[src/rtl/seq_shift_add_multiplier_pkg.sv]
// seq_shift_add_multiplier_pkg: shared state encodings and default width for the multiplier
package seq_shift_add_multiplier_pkg;
  localparam int WIDTH_DEF = 32;
  typedef enum logic [1:0] {
    S_IDLE = 2'd0,
    S_RUN  = 2'd1,
    S_DONE = 2'd2
  } state_t;
endpackage

[src/rtl/seq_shift_add_multiplier_if.sv]
// seq_shift_add_multiplier_if: operand/product handshake bundle for the multiplier
interface seq_shift_add_multiplier_if #(parameter int WIDTH = 32);
  logic               in_valid;
  logic               in_ready;
  logic [WIDTH-1:0]   in1;
  logic [WIDTH-1:0]   in2;
  logic               is_signed;
  logic               out_valid;
  logic               out_ready;
  logic [2*WIDTH-1:0] product;
  modport master (
    output in_valid, in1, in2, is_signed, out_ready,
    input  in_ready, out_valid, product
  );
  modport slave (
    input  in_valid, in1, in2, is_signed, out_ready,
    output in_ready, out_valid, product
  );
endinterface

[src/rtl/seq_shift_add_multiplier_rca.sv]
// RippleCarryAdder_32bit: 32-bit ripple carry adder with carry in/out
module RippleCarryAdder_32bit (
  input  logic [31:0] in1,
  input  logic [31:0] in2,
  input  logic        c_in,
  output logic [31:0] sum,
  output logic        c_out
);
  logic [32:0] c;
  assign c[0]  = c_in;
  assign c_out = c[32];
  for (genvar i = 0; i < 32; i++) begin : g_fa
    assign sum[i]   = in1[i] ^ in2[i] ^ c[i];
    assign c[i+1]   = (in1[i] & in2[i]) | (c[i] & (in1[i] ^ in2[i]));
  end
endmodule

[src/rtl/seq_shift_add_multiplier.sv]
// seq_shift_add_multiplier: multi-cycle shift-and-add multiplier, one RCA step per clock
module seq_shift_add_multiplier
  import seq_shift_add_multiplier_pkg::*;
#(
  parameter int WIDTH = WIDTH_DEF
) (
  input logic clk,
  input logic rst,
  seq_shift_add_multiplier_if.slave bus
);
  localparam int CW = $clog2(WIDTH);
  state_t               state, state_nxt;
  logic [WIDTH-1:0]     a, q, m, sum;
  logic [CW-1:0]        cnt;
  logic                 neg, c_out, last;
  logic [2*WIDTH-1:0]   step, product;
  logic [WIDTH-1:0]     m_abs, q_abs;
  RippleCarryAdder_32bit u_rca (
    .in1  (a),
    .in2  (m),
    .c_in (1'b0),
    .sum  (sum),
    .c_out(c_out)
  );
  assign step  = q[0] ? {c_out, sum, q[WIDTH-1:1]} : {1'b0, a, q[WIDTH-1:1]};
  assign last  = (state == S_RUN) && (cnt == CW'(WIDTH - 1));
  assign m_abs = (bus.is_signed && bus.in1[WIDTH-1]) ? -bus.in1 : bus.in1;
  assign q_abs = (bus.is_signed && bus.in2[WIDTH-1]) ? -bus.in2 : bus.in2;
  assign bus.product = product;
  // state register
  always_ff @(posedge clk) begin
    if (rst) state <= S_IDLE;
    else     state <= state_nxt;
  end
  // next-state: accept in IDLE, WIDTH steps in RUN, wait for consumer in DONE
  always_comb begin
    state_nxt = state == S_IDLE ? (bus.in_valid ? S_RUN : S_IDLE) :
                state == S_RUN  ? (last ? S_DONE : S_RUN) :
                state == S_DONE ? (bus.out_ready ? S_IDLE : S_DONE) : S_IDLE;
  end
  // handshake outputs decoded from state
  always_comb begin
    bus.in_ready  = state == S_IDLE;
    bus.out_valid = state == S_DONE;
  end
  // datapath: latch magnitudes on accept, shift-add while running, sign-fix on last step
  always_ff @(posedge clk) begin
    if (rst) begin
      a       <= '0;
      q       <= '0;
      m       <= '0;
      cnt     <= '0;
      neg     <= 1'b0;
      product <= '0;
    end else if (state == S_IDLE && bus.in_valid) begin
      m   <= m_abs;
      q   <= q_abs;
      neg <= bus.is_signed & (bus.in1[WIDTH-1] ^ bus.in2[WIDTH-1]);
      a   <= '0;
      cnt <= '0;
    end else if (state == S_RUN) begin
      {a, q} <= step;
      cnt    <= cnt + 1'b1;
      if (last) product <= neg ? -step : step;
    end
  end
endmodule
[src/flat_wrapper.sv]
// flat-port wrapper written by rule: the top's interface ports become plain ports
module seq_shift_add_multiplier_flat import seq_shift_add_multiplier_pkg::*;
#(
  parameter int WIDTH = WIDTH_DEF
)
  (clk, rst, bus_in_valid, bus_in1, bus_in2, bus_is_signed, bus_out_ready, bus_in_ready, bus_out_valid, bus_product);
  seq_shift_add_multiplier_if #(.WIDTH(WIDTH)) bus_i ();
  input logic clk;
  input logic rst;
  input wire logic [$bits(bus_i.in_valid)-1:0] bus_in_valid;
  input wire logic [$bits(bus_i.in1)-1:0] bus_in1;
  input wire logic [$bits(bus_i.in2)-1:0] bus_in2;
  input wire logic [$bits(bus_i.is_signed)-1:0] bus_is_signed;
  input wire logic [$bits(bus_i.out_ready)-1:0] bus_out_ready;
  output wire logic [$bits(bus_i.in_ready)-1:0] bus_in_ready;
  output wire logic [$bits(bus_i.out_valid)-1:0] bus_out_valid;
  output wire logic [$bits(bus_i.product)-1:0] bus_product;
  assign bus_i.in_valid = bus_in_valid;
  assign bus_i.in1 = bus_in1;
  assign bus_i.in2 = bus_in2;
  assign bus_i.is_signed = bus_is_signed;
  assign bus_i.out_ready = bus_out_ready;
  assign bus_in_ready = bus_i.in_ready;
  assign bus_out_valid = bus_i.out_valid;
  assign bus_product = bus_i.product;
  seq_shift_add_multiplier #(.WIDTH(WIDTH)) u_core (.clk(clk), .rst(rst), .bus(bus_i));
endmodule
[config.mk]
export PLATFORM = sky130hd
export DESIGN_NAME = seq_shift_add_multiplier_flat
export DESIGN_NICKNAME = d
export VERILOG_FILES = /design/src/rtl/seq_shift_add_multiplier_pkg.sv /design/src/rtl/seq_shift_add_multiplier_if.sv /design/src/rtl/seq_shift_add_multiplier_rca.sv /design/src/rtl/seq_shift_add_multiplier.sv /design/src/flat_wrapper.sv
export SDC_FILE = /design/constraint.sdc
export NUM_CORES = 1
export LEC_CHECK = 0
export ABC_AREA = 1
export BUFFER_PORTS_ARGS = -buffer_cell sky130_fd_sc_hd__buf_2
export CAP_MARGIN = 10
export CORE_ASPECT_RATIO = 2
export CORE_MARGIN = 2
export CORE_UTILIZATION = 50
export CTS_CLUSTER_SIZE = 8
export DETAILED_ROUTE_END_ITERATION = 12
export PLACE_DENSITY = 0.81
export SKIP_CTS_REPAIR_TIMING = 1
export SLEW_MARGIN = 20
export SYNTH_ARGS = -nofsm -noshare
export SYNTH_HDL_FRONTEND = slang
export SYNTH_SLANG_ARGS = --single-unit
[constraint.sdc]
create_clock -name clk -period 24 [get_ports clk]
set_input_delay 1.2 -clock clk [delete_from_list [all_inputs] [get_ports clk]]
set_output_delay 1.2 -clock clk [all_outputs]
set_load 0.05 [all_outputs]
Yosys cells after proc, flatten, opt, wreduce, memory -nomap -nowiden
Cells that the tools add are included.

word-level totals
  flip-flop bits (word level) = 168
  latch bits = 0
  memory bits (writable) = 0
  bits in read-only memories = 0
  input bits = 69
  output and inout port bits = 66
  word-level logic and storage cells = 194
  memories kept = 0

operators by class
  add/sub/neg operators = 4
  multiply operators = 0
  div/mod/pow operators = 0
  magnitude comparators = 0
  equality and inequality tests = 3
  shift operators = 0
  muxes and demuxes = 12
  bitwise logic cells = 160
  reduce and logical (&&, ||, !) cells = 8

operator list
  kind                                                             number
  32-bit two-way mux                                               4
  64-bit two-way mux                                               2
  1-bit bitwise AND                                                64
  32-bit negator                                                   2
  64-bit negator                                                   1
  1-bit XOR                                                        64
  1-bit OR                                                         31
  2-bit two-way mux                                                5
  5-bit by 1-bit adder with 5-bit output, second input constant    1
  5-bit == test, second input constant                             1
  1-bit logical AND                                                4
  3-bit AND reduction                                              1
  2-bit by 1-bit == test with 1-bit output, second input constant  1
  2-bit == test, second input constant                             1
  2-bit logical NOT                                                1
  2-bit nonzero test                                               1
  2-bit OR reduction                                               1
  1-bit two-way mux                                                1
  1-bit inverter                                                   1

Depth between registers and ports, before layout
Gate-level depths: netlist (run 1).

  depth in word-level cells = 66
  mapped depth = 45
  mapped depth without buffers = 45

Hierarchy
Synthesis (run 1) repeated with hierarchy kept, for this count alone.

unflattened totals
  cells, all modules = 1824
  area total of the unflattened synthesis = 11287.1 sq um

modules (own cells, without submodules)
  module                    times used  cells an instance  area each (sq um)  seq. area each (sq um)
  seq_shift_add_multiplier  1           1782               10608.9            3363.2
  RippleCarryAdder_32bit    1           42                 678.2              0.0

Least setup slack after synthesis (run 1)
OpenSTA, ideal clock, no wires.

  path type = reg-to-reg
  start = register u_core.a[0]
  end = register u_core.product[63] (netlist: u_core.bus.product[63])
  setup time = 118 ps
  arrival time = 12760 ps
  data required time = 23882 ps
  slack = 11122 ps
  stages on the path, launching flop included = 43
  buffers on the path = 0
  period minus slack after synthesis = 12878 ps
  cells stage by stage = dfxtp_1 -> ha_1 -> inv_1 -> fa_1 -> fa_1 -> fa_1 -> fa_1 -> fa_1 -> fa_1 -> fa_1 -> fa_1 -> fa_1 -> fa_1 -> fa_1 -> fa_1 -> fa_1 -> fa_1 -> fa_1 -> [7 not listed] -> fa_1 -> fa_1 -> fa_1 -> fa_1 -> fa_1 -> fa_1 -> fa_1 -> inv_1 -> fa_1 -> fa_1 -> nand2_1 -> nand2_1 -> nor3_1 -> nand3_1 -> nand2_1 -> a21oi_1 -> nor2_1 -> nor2_1

between the ends
  longest elaborated chain between the ends = 66
  elaborated cells on any way between the ends = 98
  those cells by class = add/sub (1); mux (2); bitwise (95)

RTL lines
  what                            line                                RTL
  start: declaration              seq_shift_add_multiplier.sv:13      logic [WIDTH-1:0] a, q, m, sum;
  start signal: assignment        seq_shift_add_multiplier.sv:62      {a, q} <= step;
  1-bit bitwise AND (2 in a row)  seq_shift_add_multiplier_rca.sv:14  assign c[i+1] = (in1[i] & in2[i]) | (c[i] & (in1[i] ^ in2[i]));
  1-bit OR                        seq_shift_add_multiplier_rca.sv:14
  1-bit bitwise AND               seq_shift_add_multiplier_rca.sv:14
  1-bit OR                        seq_shift_add_multiplier_rca.sv:14
  1-bit bitwise AND               seq_shift_add_multiplier_rca.sv:14
  1-bit OR                        seq_shift_add_multiplier_rca.sv:14
  1-bit bitwise AND               seq_shift_add_multiplier_rca.sv:14
  1-bit OR                        seq_shift_add_multiplier_rca.sv:14
  [49 not listed]                 n/a
  1-bit OR                        seq_shift_add_multiplier_rca.sv:14
  1-bit bitwise AND               seq_shift_add_multiplier_rca.sv:14
  1-bit OR                        seq_shift_add_multiplier_rca.sv:14
  1-bit bitwise AND               seq_shift_add_multiplier_rca.sv:14
  1-bit OR                        seq_shift_add_multiplier_rca.sv:14
  64-bit two-way mux (*)          seq_shift_add_multiplier.sv:25      assign step = q[0] ? {c_out, sum, q[WIDTH-1:1]} : {1'b0, a, q[WIDTH-1:1]};
  64-bit negator                  seq_shift_add_multiplier.sv:64      if (last) product <= neg ? -step : step;
  64-bit two-way mux (*)          seq_shift_add_multiplier.sv:64
  end signal: assignment          seq_shift_add_multiplier.sv:64
  end: declaration                seq_shift_add_multiplier.sv:16      logic [2*WIDTH-1:0] step, product;

Mark *: on every way between the ends. The rest lies on a longest branch, timed or not.
A chain may end at the register's enable or synchronous reset.

Final worst setup path (run 1)
Ends and elaborated chain as after synthesis.

==> results.py, run 1 <==
metrics = {
    "hold_path": {
        "hold_start": "u_core.m[27]",
        "hold_path_class": "flip-flop to flip-flop",
        "hold_path_depth": 2,
        "holdPathEnd": "u_core.m[27]",
    },
    "synth": {
        "avgSynthCellArea_um2": 6.413,
        "yosys_register_bits": 168,
        "netlist_instances": 1740,
        "synth.distinct_cells": 42,
        "netlist_area_mm2": 0.01116,
        "yosys_warnings": 0,
        "syn_nets": 1846,
        "yosysSeqAreaShare_pct": 30.14,
    },
    "timing": {
        "relSlewSlack_pct": 30.01,
        "fmax_mhz": 72.96,
        "fin_skew_ps": 11.91,
        "worst_pin_slew_ps": 1049,
        "period_share_pct": 57.11,
        "setup_viol": 0,
        "slew_violations": 0,
        "hold_viol": 0,
        "period_minus_slack_ps": 13710,
        "hold_slack_ps": 461.9,
        "rsz0062_at_grt": "false",
        "tns_ps": 0,
    },
    "critical_path": {
        "worst-path-buf-inv": 2,
        "crit_arrival_ps": 14040,
        "critical_path.top_delay_family": "adder cells",
        "regToRegSetupSlack_ps": 10290,
        "cp.required_ps": 24330,
        "slowest_stage": "fa_1",
        "r2r_start": "u_core.a[0]",
        "reg2reg_depth": 42,
        "r2r_end": "u_core.bus.product[63]",
        "cp_common_cell": "fa_1",
        "worstSetupEndpointType": "flip-flop",
        "crit_path_max_fanout": 3,
        "cp-start-kind": "flip-flop",
        "critPathMaxStageDelay_ps": 430,
        "path_class": "flip-flop to flip-flop",
    },
    "detailed_routing": {
        "vias_per_cell": 5.522,
        "wl_um": 36800,
        "drcViolationCount": 0,
        "wire_per_inst_um": 17.36,
        "first_pass_iters": 6,
        "drtIter0Drc": 692,
        "postRouteAntennaNets": 0,
        "vias": 11700,
    },
    "layout": {
        "fin_nets": 1936,
        "antennaDiodeCount": 0,
        "drive_gt1_share_pct": 11.99,
        "syn_to_final_growth_pct": 11.54,
    },
    "global_routing": {
        "grt_pass1_wl_um": 57470,
        "overflow": 0,
        "grt_pass1_vias": 11530,
        "grtUsageTotal_pct": 32.25,
        "grt_max_degree": 89,
        "grt_antenna_before_repair": 0,
    },
    "clock_network": {
        "clkTransAtPathRegs_ps": 70,
        "cts_root_buf": "clkbuf_16",
        "cts_sinks": 168,
        "cts_tree": "yes",
        "numCtsBuffers": 17,
        "cts_max_level": 4,
        "clock_latency_ps": 440,
        "cts_buffer_depth": 2,
    },
    "floorplanning": {
        "die_area_mm2": 0.02360,
        "num_rows": 77,
        "core-area_mm2": 0.02206,
        "die_w_um": 109.6,
        "start_util_pct": 50.58,
        "boundaryPins": 135,
        "dieHeight_um": 215.3,
    },
    "power": {
        "pwr-share-seq_pct": 40.2,
        "comb_power_share_pct": 26.2,
        "p_sw_mw": 0.2733,
        "vdd_drop_max_uv": 46.14,
        "powerDensity_mw_per_mm2": 61.18,
        "power.share.clock_pct": 33.6,
        "switching_share_pct": 35.89,
        "p_leak_nw": 5.698,
        "intPower_mw": 0.4882,
    },
    "placement": {
        "portBuffers": 134,
        "hpwl_um": 28900,
        "gp_congestion": 1.008,
    },
    "flow_run": {
        "cap_violations": 0,
    },
    "status": {
        "status": "finished, final reports clean",
    },
}
==> registers in the layout (all words and copies together) (netlist names) <==
register	flops
u_core.m	32
u_core.q	32
u_core.neg	1
u_core.cnt	5
u_core.state	2
u_core.a	32
u_core.bus.product	64
==> layer usage <==
layer / global-route usage (%) / part of all wire [%]
met1: 28.80 / 33
met2: 58.35 / 53
met3: 4.762 / 3.5
met4: 30.72 / 11
met5: 0 / 0
==> cells in the final DEF, fill, tap and decap left out, types with 25 or more instances in the layout <==
cell type,n
nand2_1,454
nand4_1,25
nand3_1,96
a21oi_1,126
fa_1,31
nor2_1,186
o21ai_0,165
inv_1,213
dfxtp_1,167
xor2_1,46
buf_2,134
==> worst min-delay path, stage by stage, from the launching register on <==
cell and delay (ps):
dfxtp_1 310, nand2_1 60, nand2_1 50
==> how the worst max path moves through the flow <==
stage | from | endpoint | slack, ps | depth (start not counted)
6_report | u_core.a[0] | u_core.bus.product[63] | 10290 | 42
5_1_grt | u_core.a[0] | u_core.bus.product[62] | 9760 | 45
4_1_cts | u_core.a[0] | u_core.bus.product[63] | 10290 | 42
3_5_place_dp | u_core.a[0] | u_core.bus.product[63] | 10440 | 42
3_3_place_gp | u_core.a[0] | u_core.bus.product[63] | 10640 | 42
2_1_floorplan | u_core.a[0] | u_core.bus.product[63] | 11120 | 42
==> kinds of logic (layout without fill, tap and decap cells) <==
logic type | count (synthesis) | after routing | synth area share, %
simple gates | 809 | 809 | 29.87
compound gates | 377 | 377 | 18.69
buf+inv | 291 | 394 | 10.52
flops | 168 | 168 | 30.14
xor+xnor | 58 | 58 | 4.552
fa+ha+maj | 37 | 37 | 6.234
==> stage by stage <==
stage | utilization [%] | std cells | area [µm²] | setup WS (ps) | total power [mW]
2_1_floorplan | - | 1740 | 11160 | 11120 | 0.4474
3_3_place_gp | 53.97 | 2087 | 11910 | 10640 | 0.5047
3_5_place_dp | 53.97 | 2087 | 11910 | 10440 | 0.5073
4_1_cts | 56.42 | 2119 | 12450 | 10290 | 0.7611
5_1_grt | 56.42 | 2119 | 12450 | 9760 | 0.8000
6_report | 56.42 | 2119 | 12450 | 10290 | 0.7615
==> Yosys cell counts (all sizes together) <==
cell,number,area (µm²)
a21oi,126,630.6
a221oi,3,26.28
a31oi,4,25.02
and2,2,12.51
buf,27,182.7
clkbuf,47,176.4
clkinv,2,7.510
dfxtp,168,3363
fa,31,620.6
ha,6,75.07
inv,215,807.0
nand2,465,1773
nand3,97,490.5
nand3b,5,37.54
nand4,25,156.4
nor2,196,763.2
nor3,15,75.07
nor4,3,18.77
o211ai,4,30.03
o21a,16,120.1
o21ai,200,1076
o21bai,3,26.27
o221ai,6,52.55
o22ai,13,81.33
o32ai,2,17.52
or2,1,6.260
xnor2,12,105.1
xor2,46,402.9
==> power by group through the flow <==
stage | Clock [mW] | Combinational [mW] | Sequential, mW
after global routing | 0.270 | 0.223 | 0.307
after CTS | 0.258 | 0.198 | 0.305
after detailed placement | 0 | 0.196 | 0.311
after floorplan | 0 | 0.141 | 0.306
final | 0.256 | 0.199 | 0.306
after global placement | 0 | 0.194 | 0.311
==> layout make-up <==
type / count / area (µm²)
tap: 276 / 345.3
timing repair buffer: 145 / 753.2
inverter: 217 / 814.5
sequential: 168 / 3364
clock inverter: 13 / 96.34
clock buffer: 19 / 442.9
multi-input combinational: 1281 / 6630
fill: 2228 / 9615
No activity file was read; power rests on OpenSTA's default activity.
==> inputs of run 2 (changes only) <==
--- a/config.mk
+++ b/config.mk
@@ -13,7 +13,7 @@
 export CORE_UTILIZATION = 50
 export CTS_CLUSTER_SIZE = 8
 export DETAILED_ROUTE_END_ITERATION = 12
-export PLACE_DENSITY = 0.81
+export PLACE_DENSITY = 0.84
 export SKIP_CTS_REPAIR_TIMING = 1
 export SLEW_MARGIN = 20
 export SYNTH_ARGS = -nofsm -noshare
==> constraint.sdc (replaced) <==
create_clock -name clk -period 11 [get_ports clk]
set_input_delay 0.55 -clock clk [delete_from_list [all_inputs] [get_ports clk]]
set_output_delay 0.55 -clock clk [all_outputs]
set_load 0.05 [all_outputs]
==> run 2 against run 1 <==
The run now ends with negative setup slack left. Sequential power is 120% higher. Core utilization is 1.4 points higher. Combinational power is 130% higher. Final cell count is 0.76% higher. Flip-flop and latch count stayed put. Critical path depth is 3 higher. Count of clock-buffer cells in the layout is 1 higher. Critical endpoint is now u_core.bus.product[62]. Largest cell class unchanged. Largest power group unchanged.
==> results.py, run 2 (same netlist as run 1, synthesis figures left out) <==
metrics = {
    "clock_network": {
        "clock_latency_ps": 460,
        "cts_max_level": 4,
        "cts_buffer_depth": 2,
        "numCtsBuffers": 17,
        "cts_sinks": 168,
        "cts_tree": "yes",
        "clkTransAtPathRegs_ps": 70,
        "cts_root_buf": "clkbuf_16",
    },
    "floorplanning": {
        "start_util_pct": 50.58,
        "dieHeight_um": 215.3,
        "core-area_mm2": 0.02206,
        "die_w_um": 109.6,
        "num_rows": 77,
        "die_area_mm2": 0.02360,
        "boundaryPins": 135,
    },
    "global_routing": {
        "grtUsageTotal_pct": 33.37,
        "grt_max_degree": 85,
        "grt_antenna_before_repair": 0,
        "grt_pass1_wl_um": 59590,
        "grt_pass1_vias": 11830,
        "overflow": 0,
    },
    "layout": {
        "final_cell_mix": "nand2_1 (446), inv_1 (207), nor2_1 (185)",
        "largest-register": "u_core.bus.product",
        "fin_util_pct": 57.79,
        "final_common_cell": "nand2_1",
        "fin_nets": 1952,
        "drive_gt1_share_pct": 15.44,
        "postLayoutCellArea_mm2": 0.01275,
        "largest_reg_flops": 64,
        "antennaDiodeCount": 0,
        "syn_to_final_growth_pct": 14.26,
        "instances_no_fill": 2135,
    },
    "critical_path": {
        "critical_path.top_delay_family": "adder cells",
        "crit_arrival_ps": 12470,
        "crit_path_max_fanout": 2,
        "worst-path-buf-inv": 3,
        "cp.required_ps": 11350,
        "cp_common_cell": "fa_2",
        "cp-start-kind": "flip-flop",
        "path_class": "flip-flop to flip-flop",
        "worstSetupEndpointType": "flip-flop",
        "slowest_stage": "fa_2",
        "critPathMaxStageDelay_ps": 420,
    },
    "timing": {
        "worst_pin_slew_ps": 1073,
        "hold_slack_ps": 349.4,
        "period_share_pct": 110.2,
        "hold_viol": 0,
        "relSlewSlack_pct": 28.42,
        "fmax_mhz": 82.49,
        "layout_setup_ws_ps": -1123,
        "slew_violations": 0,
        "fin_skew_ps": 10.87,
        "setup_viol": 10,
        "rsz0062_at_grt": "true",
        "period_minus_slack_ps": 12120,
    },
    "placement": {
        "hpwl_um": 29260,
        "dp_cells": 2102,
        "gp_congestion": 1.049,
        "portBuffers": 134,
        "placed_cell_area_mm2": 0.01211,
    },
    "power": {
        "vdd_drop_max_uv": 98.57,
        "powerDensity_mw_per_mm2": 135.9,
        "p_leak_nw": 5.812,
    },
    "detailed_routing": {
        "wl_um": 37840,
        "postRouteAntennaNets": 0,
        "first_pass_iters": 7,
        "vias": 12060,
        "drcViolationCount": 0,
        "drtIter0Drc": 915,
        "wire_per_inst_um": 17.72,
        "vias_per_cell": 5.646,
    },
    "flow_run": {
        "cap_violations": 0,
    },
    "hold_path": {
        "hold_path_class": "input port to flip-flop",
    },
    "status": {
        "status": "complete, but fails checks",
        "violations": "negative setup slack",
    },
}
-- run 2: area by class of cell --
type                            instances  area (µm²)
Clock buffer                           20       446.7
Sequential cell                       168        3367
Inverter                              217       814.5
Fill cell                            2120        9311
Clock inverter                         12       141.4
Tap cell                              276       345.3
Timing Repair Buffer                  161       877.1
Multi-Input combinational cell       1281        6759
-- run 2: path summary, 6_finish.rpt --
kind                 startpoint                     end  slack, ps  cells after the start
hold / removal    bus_out_ready         u_core.state[1]        350                      4
setup / recovery    u_core.m[0]  u_core.bus.product[62]      -1120                     45
hold reg to reg    u_core.m[27]            u_core.m[27]        450                      2
setup reg to reg    u_core.m[0]  u_core.bus.product[62]      -1120                     45
-- run 2: layer usage --
metal  up-vias  global-route usage [%]  share of wire [%]
met2       485                   60.16                 52
met3       215                   6.036                4.8
li1       5820                       -                  -
met4         0                   31.77                 12
met5         -                       0                  0
met1      5535                   29.30                 31
-- run 2: worst reg2reg max path, delay by kind of cell (launching register included) --
family	cells	cell delay [ps]
simple gates	11	790
buf+inv	3	140
flops	1	360
fa+ha+maj	31	10720
-- run 2: through the flow --
stage	setup TNS (ps)	setup slack [ps]	total power [mW]
finish	-6772	-1123	1.733
floorplan	-2150	-673.6	0.9795
global placement	-4992	-982.8	1.112
global route	-10360	-1503	1.816
CTS	-6505	-1124	1.723
detailed placement	-6314	-1115	1.120
-- run 2: where the power goes --
group          total [mW]  leakage, nW  switching, mW  internal (mW)
clock network       0.609        0.270          0.266          0.343
logic               0.456         4.17          0.314          0.142
registers           0.669         1.37         0.0315          0.637
total                1.73         5.81          0.612           1.12
